==> config.mk <==
export PLATFORM = sky130hd
export DESIGN_NAME = gnrl_arb_master
export DESIGN_NICKNAME = d
export VERILOG_FILES = /design/src/rtl/gnrl_arb_master_pkg.sv /design/src/rtl/gnrl_arb_cmd_fifo.sv /design/src/rtl/gnrl_arb_master.sv
export SDC_FILE = /design/constraint.sdc
export NUM_CORES = 1
export LEC_CHECK = 0
export CORE_ASPECT_RATIO = 0.9
export CORE_MARGIN = 10
export CORE_UTILIZATION = 40
export DETAILED_ROUTE_END_ITERATION = 12
export PLACE_DENSITY = 0.57
export SETUP_SLACK_MARGIN = 0.5
export SLEW_MARGIN = 20
export SYNTH_ARGS = -nofsm -noshare
export SYNTH_HDL_FRONTEND = slang
export SYNTH_SLANG_ARGS = --single-unit
==> constraint.sdc <==
create_clock -name clk -period 2.75 [get_ports clk]
set_clock_uncertainty 0.2 [all_clocks]
set_input_delay 0.55 -clock clk [delete_from_list [all_inputs] [get_ports clk]]
set_output_delay 0.55 -clock clk [all_outputs]
set_load 0.01 [all_outputs]
==> src/rtl/gnrl_arb_master_pkg.sv <==
// ============================================================================
// Module  : gnrl_arb_master_pkg
// Brief   : Shared one-hot state encodings for the arbiter requester agent.
// Revision: 1.0
// ============================================================================
`default_nettype none

package gnrl_arb_master_pkg;

  localparam int unsigned STATE_W = 4;

  // One-hot IDs; the arbiter side decodes the same constants.
  localparam logic [STATE_W-1:0] S_IDLE    = 4'b0001;
  localparam logic [STATE_W-1:0] S_REQ     = 4'b0010;
  localparam logic [STATE_W-1:0] S_XFER    = 4'b0100;
  localparam logic [STATE_W-1:0] S_RELEASE = 4'b1000;

endpackage

`default_nettype wire

==> src/rtl/gnrl_arb_cmd_fifo.sv <==
// ============================================================================
// Module  : gnrl_arb_cmd_fifo
// Brief   : Synchronous command FIFO with wrap-bit pointers, no pop bypass.
// Revision: 1.0
// ============================================================================
`default_nettype none

module gnrl_arb_cmd_fifo #(
  parameter int unsigned W     = 36,
  parameter int unsigned DEPTH = 4
) (
  input  logic         clk,
  input  logic         rst,
  input  logic         i_push,
  input  logic         i_pop,
  input  logic [W-1:0] i_wdata,
  output logic [W-1:0] o_rdata,
  output logic         o_full,
  output logic         o_empty
);

  localparam int unsigned PW = $clog2(DEPTH);

  logic [W-1:0] mem_q [DEPTH];
  logic [PW:0]  wptr_q;
  logic [PW:0]  rptr_q;
  logic         w_do_push;
  logic         w_do_pop;

  // Equal index with differing wrap bits means every entry is occupied.
  assign o_empty   = (wptr_q == rptr_q);
  assign o_full    = (wptr_q[PW] != rptr_q[PW]) && (wptr_q[PW-1:0] == rptr_q[PW-1:0]);
  assign w_do_push = i_push && !o_full;
  assign w_do_pop  = i_pop && !o_empty;
  assign o_rdata   = mem_q[rptr_q[PW-1:0]];

  always_ff @(posedge clk) begin
    if (w_do_push) begin
      mem_q[wptr_q[PW-1:0]] <= i_wdata;
    end
  end

  always_ff @(posedge clk or posedge rst) begin
    if (rst) begin
      wptr_q <= '0;
      rptr_q <= '0;
    end else begin
      if (w_do_push) wptr_q <= wptr_q + (PW+1)'(1);
      if (w_do_pop)  rptr_q <= rptr_q + (PW+1)'(1);
    end
  end

endmodule

`default_nettype wire

==> src/rtl/gnrl_arb_master.sv <==
// ============================================================================
// Module  : gnrl_arb_master
// Brief   : Requester agent: queues commands, arbitrates, drives bursts, releases.
// Revision: 1.0
// ============================================================================
`default_nettype none

module gnrl_arb_master
  import gnrl_arb_master_pkg::*;
#(
  parameter int unsigned AW       = 32,
  parameter int unsigned LW       = 4,
  parameter int unsigned DEPTH    = 4,
  parameter int unsigned ADDR_INC = 4
) (
  input  logic          clk,
  input  logic          rst,
  input  logic          i_cmd_valid,
  output logic          o_cmd_ready,
  input  logic [AW-1:0] i_cmd_addr,
  input  logic [LW-1:0] i_cmd_len,
  output logic          o_req,
  input  logic          i_gnt,
  output logic          o_end_access,
  output logic          o_bus_valid,
  output logic [AW-1:0] o_bus_addr,
  output logic          o_bus_last,
  input  logic          i_bus_ready,
  output logic          o_err
);

  logic [STATE_W-1:0] state_q, state_d;
  logic [AW-1:0]      addr_q, addr_d;
  logic [LW-1:0]      cnt_q, cnt_d;
  logic               req_q;
  logic               end_q;
  logic               err_q;

  logic [AW+LW-1:0]   w_head;
  logic               w_full;
  logic               w_empty;
  logic               w_xfer;
  logic               w_beat;
  logic               w_last_beat;

  gnrl_arb_cmd_fifo #(
    .W     (AW + LW),
    .DEPTH (DEPTH)
  ) u_cmd_fifo (
    .clk     (clk),
    .rst     (rst),
    .i_push  (i_cmd_valid),
    .i_pop   (w_last_beat),
    .i_wdata ({i_cmd_addr, i_cmd_len}),
    .o_rdata (w_head),
    .o_full  (w_full),
    .o_empty (w_empty)
  );

  assign w_xfer      = (state_q == S_XFER);
  assign w_beat      = o_bus_valid && i_bus_ready;
  assign w_last_beat = w_beat && (cnt_q == '0);

  assign o_cmd_ready  = !w_full;
  assign o_req        = req_q;
  assign o_end_access = end_q;
  assign o_bus_valid  = w_xfer && i_gnt;
  assign o_bus_addr   = addr_q;
  assign o_bus_last   = w_xfer && (cnt_q == '0);
  assign o_err        = err_q;

  always_comb begin
    state_d = state_q;
    case (state_q)
      S_IDLE:    if (!w_empty) state_d = S_REQ;
      S_REQ:     if (i_gnt) state_d = S_XFER;
      S_XFER:    if (w_last_beat) state_d = S_RELEASE;
      S_RELEASE: state_d = S_IDLE;
      default:   state_d = S_IDLE;
    endcase
  end

  always_comb begin
    addr_d = addr_q;
    cnt_d  = cnt_q;
    if ((state_q == S_REQ) && i_gnt) begin
      addr_d = w_head[AW+LW-1:LW];
      cnt_d  = w_head[LW-1:0];
    end else if (w_beat) begin
      addr_d = addr_q + AW'(ADDR_INC);
      cnt_d  = cnt_q - LW'(1);
    end
  end

  // req/end_access are registered off the next state so they align with it.
  always_ff @(posedge clk or posedge rst) begin
    if (rst) begin
      state_q <= S_IDLE;
      addr_q  <= '0;
      cnt_q   <= '0;
      req_q   <= 1'b0;
      end_q   <= 1'b0;
      err_q   <= 1'b0;
    end else begin
      state_q <= state_d;
      addr_q  <= addr_d;
      cnt_q   <= cnt_d;
      req_q   <= (state_d == S_REQ) || (state_d == S_XFER);
      end_q   <= (state_d == S_RELEASE);
      if (w_xfer && !i_gnt) err_q <= 1'b1;
    end
  end

endmodule

`default_nettype wire
==> results of run 1 <==
final cells by class:
cell class                      instances  area [um2]  share of cell area [%]
Sequential cell                       193        5560                    56.4
Multi-Input combinational cell        242        2240                    22.7
Timing Repair Buffer                  101        1050                    10.7
Clock buffer                           17         425                    4.32
Tap cell                              250         313                    3.18
Clock inverter                         15         230                    2.34
Inverter                                9        33.8                   0.343
stage by stage:
step | utilization, % | hold slack, ns | setup slack (ns) | instances
after floorplan | - | 0.262 | 0.583 | 464
after global routing | 51.1 | 0.309 | 0.195 | 827
after global placement | 47.0 | 0.264 | 0.188 | 785
after CTS | 50.9 | 0.296 | 0.250 | 826
after detailed placement | 47.0 | 0.278 | 0.161 | 785
final | 51.1 | 0.290 | 0.282 | 827
what timing repair did:
item / in CTS / in global routing
setup buffers: 9 / 1
endpoints found under the setup margin: 27 / 17
hold buffers: 0 / 0
pin swaps: 7 / 3
resized for setup: 17 / 10
power by group through the flow:
stage	combinational [mW]	clock (mW)	sequential, mW
floorplan	1.33	0	4.47
global placement	2.58	0	4.45
detailed placement	2.60	0	4.48
CTS	2.67	2.75	4.42
global route	2.85	2.87	4.51
finish	2.60	2.69	4.42
flip-flops by register name, summed over array words and instances, names as in the netlist:
register           cells
u_cmd_fifo.wptr_q      3
o_end_access           1
u_cmd_fifo.rptr_q      3
o_err                  1
cnt_q                  4
u_cmd_fifo.mem_q     144
o_bus_addr            32
state_q                4
o_req                  1
per-layer routing:
layer  vias up  part of all wire (%)  routed length, um
met5         -                  0.12                 20
met4         2                   1.1                176
met2        78                    47               7910
li1       1985                     -                  -
met1      2181                    46               7760
met3        17                   5.1                850
worst paths after layout:
kind	from	endpoint	slack [ns]	cells after the start
max in group asynchronous	rst	o_bus_addr[27]	1.44	3
hold reg to reg	o_err	o_err	0.29	1
hold / removal	o_err	o_err	0.29	1
setup / recovery	state_q[0]	o_bus_last	0.28	3
min in group asynchronous	rst	o_bus_addr[5]	0.32	2
setup reg to reg	state_q[0]	o_bus_addr[25]	0.49	6
cell usage in the layout (no fill, tap or decap), types with 16 or more instances in the layout:
cell             synthesis  layout
nor2_1                  36      36
dfrtp_1                 48      43
mux4_2                  36      36
xor2_1                  23      23
clkdlybuf4s50_1          0      70
edfxtp_1               144     144
clkbuf_16                0      17
a21oi_1                 30      30
nand4_1                 16      16
logic make-up (layout without fill, tap and decap cells):
family | count (synthesis) | in the layout
adders and majority gates | 8 | 8
xor gates and xnor gates | 39 | 39
AOI/OAI and AO/OA | 38 | 38
DFF | 193 | 193
muxes | 42 | 42
buffers and inverters | 29 | 142
and+or+nand+nor | 115 | 115
==> results.md, run 1 <==
* Congestion Overflow GR at 0
* Post-synthesis compound-gate area fraction at 2.54%
* Final Setup Violations at 0
* DPL Wire Length at 10.3 mm
* Layout cell share with drive strength beyond 1 at 21.0%
* Syn Area/Cell at 17.0 um2
* DR iter-0 viols at 219
* GP Congestion at 0.793
* # rows at 48
* Comb power frac at 26.8%
* DR DRC count at 0
* GRT Overall Usage at 13.1%
* Main combinational cell family by area after synthesis: multiplexers
* I/O pins at 79
* Met3 Resource Use GR at 4.72%
* CTS tree: yes
* Simple-Gate Fraction of Synth Area at 8.35%
* Required @ worst endpoint at 2.00 ns
* Num CTS Buffers at 17
* Cells after Synth at 464
* Yosys warnings at 0
* Reg clk slew, reported paths at 0.07 ns
* Clk sinks at 193
* Largest net degree at the start of global routing at 69
* Switching share of power at 29.2%
* Worst-path fanout max at 2
* Routed Antenna Nets at 0
* Period utilization at 89.8%
* Synthesized-area fraction occupied by adder cells at 1.27%
* First-pass GRT wire length at 25.9 mm
* Clk buf depth at 2
* Unrepaired setup endpoints after global routing: true
* Full die area at 25700 um2
* Post-route design area at 9850 um2
* Xor/xnor cell area share of the yosys netlist at 4.34%
* Yosys cell types at 42
* Most frequent cell after synthesis: edfxtp_1
* CP Capture Type: output port
* Cell Area, Synth at 7870 um2
* Placed Area at 9060 um2
* Min cycle time layout at 2.47 ns
* DRT Pass-1 Iters at 4
* Power density over the cells at 986 nW/um2
* Vias after detailed routing at 4263
* Primary FF master, synth: edfxtp_1
* Largest delay share family, worst path: simple AND/OR/NAND/NOR gates
* Net load switching power at 2.84 mW
* Classification of the worst setup path: reg -> out
* Crit-path slowest cell: or4b_4
* Port bufs at 78
* WL per Instance at 20.2 um
* Maximum clock rate at 405 MHz
* Power Total at 9.71 mW
* Final Hold Viols at 0
* Seq/Total Area, Yosys at 70.6%
* Post-synth top area share at 55.0%
* WP data arrival at 1.72 ns
* Clock network power share at 27.7%
* Final wirelength at 16.7 mm
* Grt peak-use layer: met2
* H-tree lvl count at 4
* CTS Root Cell: clkbuf_16
* Worst vdd ir at 0.000425 V
* Synth cell count leaders: 144 x edfxtp_1, 48 x dfrtp_1, 36 x mux4_2, 36 x nor2_1, 30 x a21oi_1
* Syn_nets at 513
* Tightest Pin Transition at 0.644 ns
* Int Power at 6.88 mW
* Vias/cell at 5.15
* Die X at 168 um
* Die Span Y at 153 um
* Fillers at 1576
* Final Max Slew Viols at 0
* Post-synth EDFFs at 144
* N_diodes at 0
* Met1 Usage GRT at 17.1%
* Initial Util at 40.8%
* CP peak stage delay at 0.54 ns
* CP bufs+invs at 1
* Vias in the first global route at 4466
* Met2 Use GR at 20.1%
* NumNets Final at 613
* Hold crit path type: reg -> reg
* Core area at 19300 um2
* Sequential power share at 45.5%
* Leak Pwr at 3.38 nW
* Initial antenna violation count at 1
* Critical Path Source Type: flop
* Skew-Pair Late Insertion Delay at 0.43 ns
* Worst path cell trace: or4b_4 -> nor4b_4 -> buf_2
* Synth-to-Final Area Change at 25.2%
* #FFs+latches synth at 193
* Synth top area cells: edfxtp_1 55%, dfrtp_1 15%, mux4_2 10%, xor2_1 2.6%, a21oi_1 1.9%
* Dominant cell type by area after synthesis: edfxtp_1
* TNS Setup at 0 ns
* Maximum capacitance violations at 0
* Worst rel slew slack at 57.1%
* Fraction of registers with async set or reset after synthesis at 25.4%
* Fraction of synthesized area in multiplexers at 11.2%
* Status: finished, final reports clean
(Power assumes the default switching activity.)
==> run 2: changes to the inputs <==
- SYNTH_HIERARCHICAL: not set -> 1
- clock period: 2.75 -> 3.11 ns (I/O delays scaled with it)
==> run 2 against run 1 <==
  * Total power fell by 14%
  * Sequential share of layout area fell by 0.65 points
  * Synthesized area is 2.9% higher
  * Non-clock buffer count up 1
  * Worst hold slack improved by 0.015 ns
  * First-iteration DRC count increased by 53%
  * Clock-buffer cell count unchanged
  * Critical path type unchanged
  * Critical endpoint unchanged
==> results.md, run 2 <==
* Worst rel slew slack at 56.9%
* Register Area at 5560 um2
* DR DRC count at 0
* CP Capture Type: output port
* Post-synth top area share at 53.4%
* GRT Overall Usage at 14.0%
* #FFs+latches synth at 193
* DR iter-0 viols at 334
* Syn Area/Cell at 16.3 um2
* Post-synth EDFFs at 144
* # rows at 49
* Final wirelength at 17.7 mm
* N_diodes at 0
* I/O pins at 79
* Worst path cell trace: inv_2 -> ha_1 -> or3b_4 -> nor2_4 -> buf_6
* Status: finished, final reports clean
* Vias after detailed routing at 4516
* Hold buffers post-CTS at 0
* Cell Area, Synth at 8090 um2
* Maximum capacitance violations at 0
* Yosys warnings at 6
* Vias in the first global route at 4802
* TNS Setup at 0 ns
* Initial antenna violation count at 0
* Worst-path fanout max at 4
* Syn_nets at 546
* Critical Path Source Type: flop
* Seq/Total Area, Yosys at 68.6%
* Full die area at 26300 um2
* Die Span Y at 155 um
* Fraction of registers with async set or reset after synthesis at 25.4%
* WP data arrival at 1.71 ns
* CP bufs+invs at 2
* H-tree lvl count at 4
* Commonest non-fill, non-tap cell in the layout: edfxtp_1
* Maximum clock rate at 394 MHz
* WL per Instance at 20.4 um
* Clk buf depth at 2
* Power density over the cells at 839 nW/um2
* Multi-input gate area at 2430 um2
* Primary FF master, synth: edfxtp_1
* WHS at 0.305 ns
* Clk sinks at 193
* Final Setup Violations at 0
* Congestion Overflow GR at 0
* Required @ worst endpoint at 2.29 ns
* CTS tree: yes
* Layout cell share with drive strength beyond 1 at 21.7%
* CP peak stage delay at 0.40 ns
* Routed Antenna Nets at 0
* Hold crit path type: reg -> reg
* Vias/cell at 5.21
* Unrepaired setup endpoints after global routing: false
* Initial Util at 40.6%
* Leak Pwr at 3.43 nW
* Dominant cell type by area after synthesis: edfxtp_1
* Die X at 170 um
* Period utilization at 81.5%
* Core area at 19900 um2
* Final Hold Viols at 0
* Synth-to-Final Area Change at 23.1%
* Skew-Pair Late Insertion Delay at 0.43 ns
* Largest delay share family, worst path: simple AND/OR/NAND/NOR gates
* Classification of the worst setup path: reg -> out
* First-pass GRT wire length at 27.9 mm
* Tightest Pin Transition at 0.637 ns
* Port bufs at 78
* Number of flip-flops in the largest register at 144
* Crit-path slowest cell: or3b_4
* Final Max Slew Viols at 0
* Largest net degree at the start of global routing at 44
* NumNets Final at 648
* Num CTS Buffers at 17
* Synth cell count leaders: 144 x edfxtp_1, 48 x dfrtp_1, 46 x nand2_1
* Yosys cell types at 61
* Fillers at 1664
* Cells after Synth at 497
* Worst vdd ir at 0.000470 V
* DRT Pass-1 Iters at 4
* Most frequent cell after synthesis: edfxtp_1
* Reg clk slew, reported paths at 0.07 ns
* Most frequent cells in the layout: 144 x edfxtp_1, 75 x clkdlybuf4s50_1, 46 x nand2_1
* GP Congestion at 0.802
* Synth top area cells: edfxtp_1 53%, dfrtp_1 15%, mux4_2 10%, nand2_1 2.1%, xor2_1 1.9%
* DPL Wire Length at 12.1 mm
* Min cycle time layout at 2.53 ns
* CTS Root Cell: clkbuf_16
-- run 2: changes by cell type after synthesis, sizes merged, moves of 19 or more --
| cell | change |
|---|---|
| a21oi | -25 |
| nor2 | -19 |
| o21ai | +21 |
| nand2 | +33 |
-- run 2: layout make-up --
type,instances,area share [%]
clock buffer,17,4.27
sequential,193,55.8
multi-input combinational,270,24.4
inverter,15,0.565
clock inverter,15,2.06
tap,255,3.20
timing repair buffer,102,9.72
-- run 2: logic make-up after synthesis --
| family | share of synthesized area [%] |
|---|---|
| AND/OR/NAND/NOR | 9.20 |
| multiplexers | 10.4 |
| XOR/XNOR | 3.96 |
| flip-flops | 68.6 |
| AO/OA/AOI/OAI | 4.53 |
| adder cells (fa/ha/maj) | 1.24 |
| buffers and inverters | 2.06 |
-- run 2: timing repair --
action,4_1_cts,5_1_grt
gates resized for setup,21,2
pin swaps,6,0
buffers inserted,6,0
endpoints found under the setup margin,3,3
hold endpoints to repair,0,0
-- run 2: metal layers --
metal	part of all wire [%]	up-vias	global-route usage, %
met2	49	93	22.3
met1	44	2289	18.3
met5	0	-	0
met4	0.85	0	4.38
met3	5.5	13	3.74
li1	-	2121	-
-- run 2: report_power, final --
group	switching (mW)	leakage, nW	total (mW)	internal [mW]
Sequential	0.417	1.92	3.83	3.41
Clock	0.959	0.305	2.32	1.36
Combinational	1.11	1.20	2.21	1.10
-- run 2: through the flow --
stage | instance area, um2 | worst slack [ns] | utilization, % | power [mW] | std cells
after floorplan | 8090 | 0.701 | - | 5.02 | 497
after global placement | 9240 | 0.301 | 46.4 | 5.98 | 829
after detailed placement | 9240 | 0.268 | 46.4 | 6.05 | 829
after CTS | 9950 | 0.533 | 49.9 | 8.47 | 867
after global routing | 9960 | 0.505 | 50.0 | 8.80 | 867
final | 9960 | 0.575 | 50.0 | 8.36 | 867
-- run 2: path summary, 6_finish.rpt --
check / slack, ns / to / cells after the start / from
setup / recovery: 0.58 / o_bus_last / 5 / cnt_q[0]
hold / removal: 0.30 / o_err / 1 / o_err
setup reg to reg: 0.62 / o_req / 6 / state_q[1]
hold reg to reg: 0.30 / o_err / 1 / o_err
max in group asynchronous: 1.79 / o_bus_addr[28] / 3 / rst
min in group asynchronous: 0.31 / u_cmd_fifo/rptr_q[0] / 2 / rst
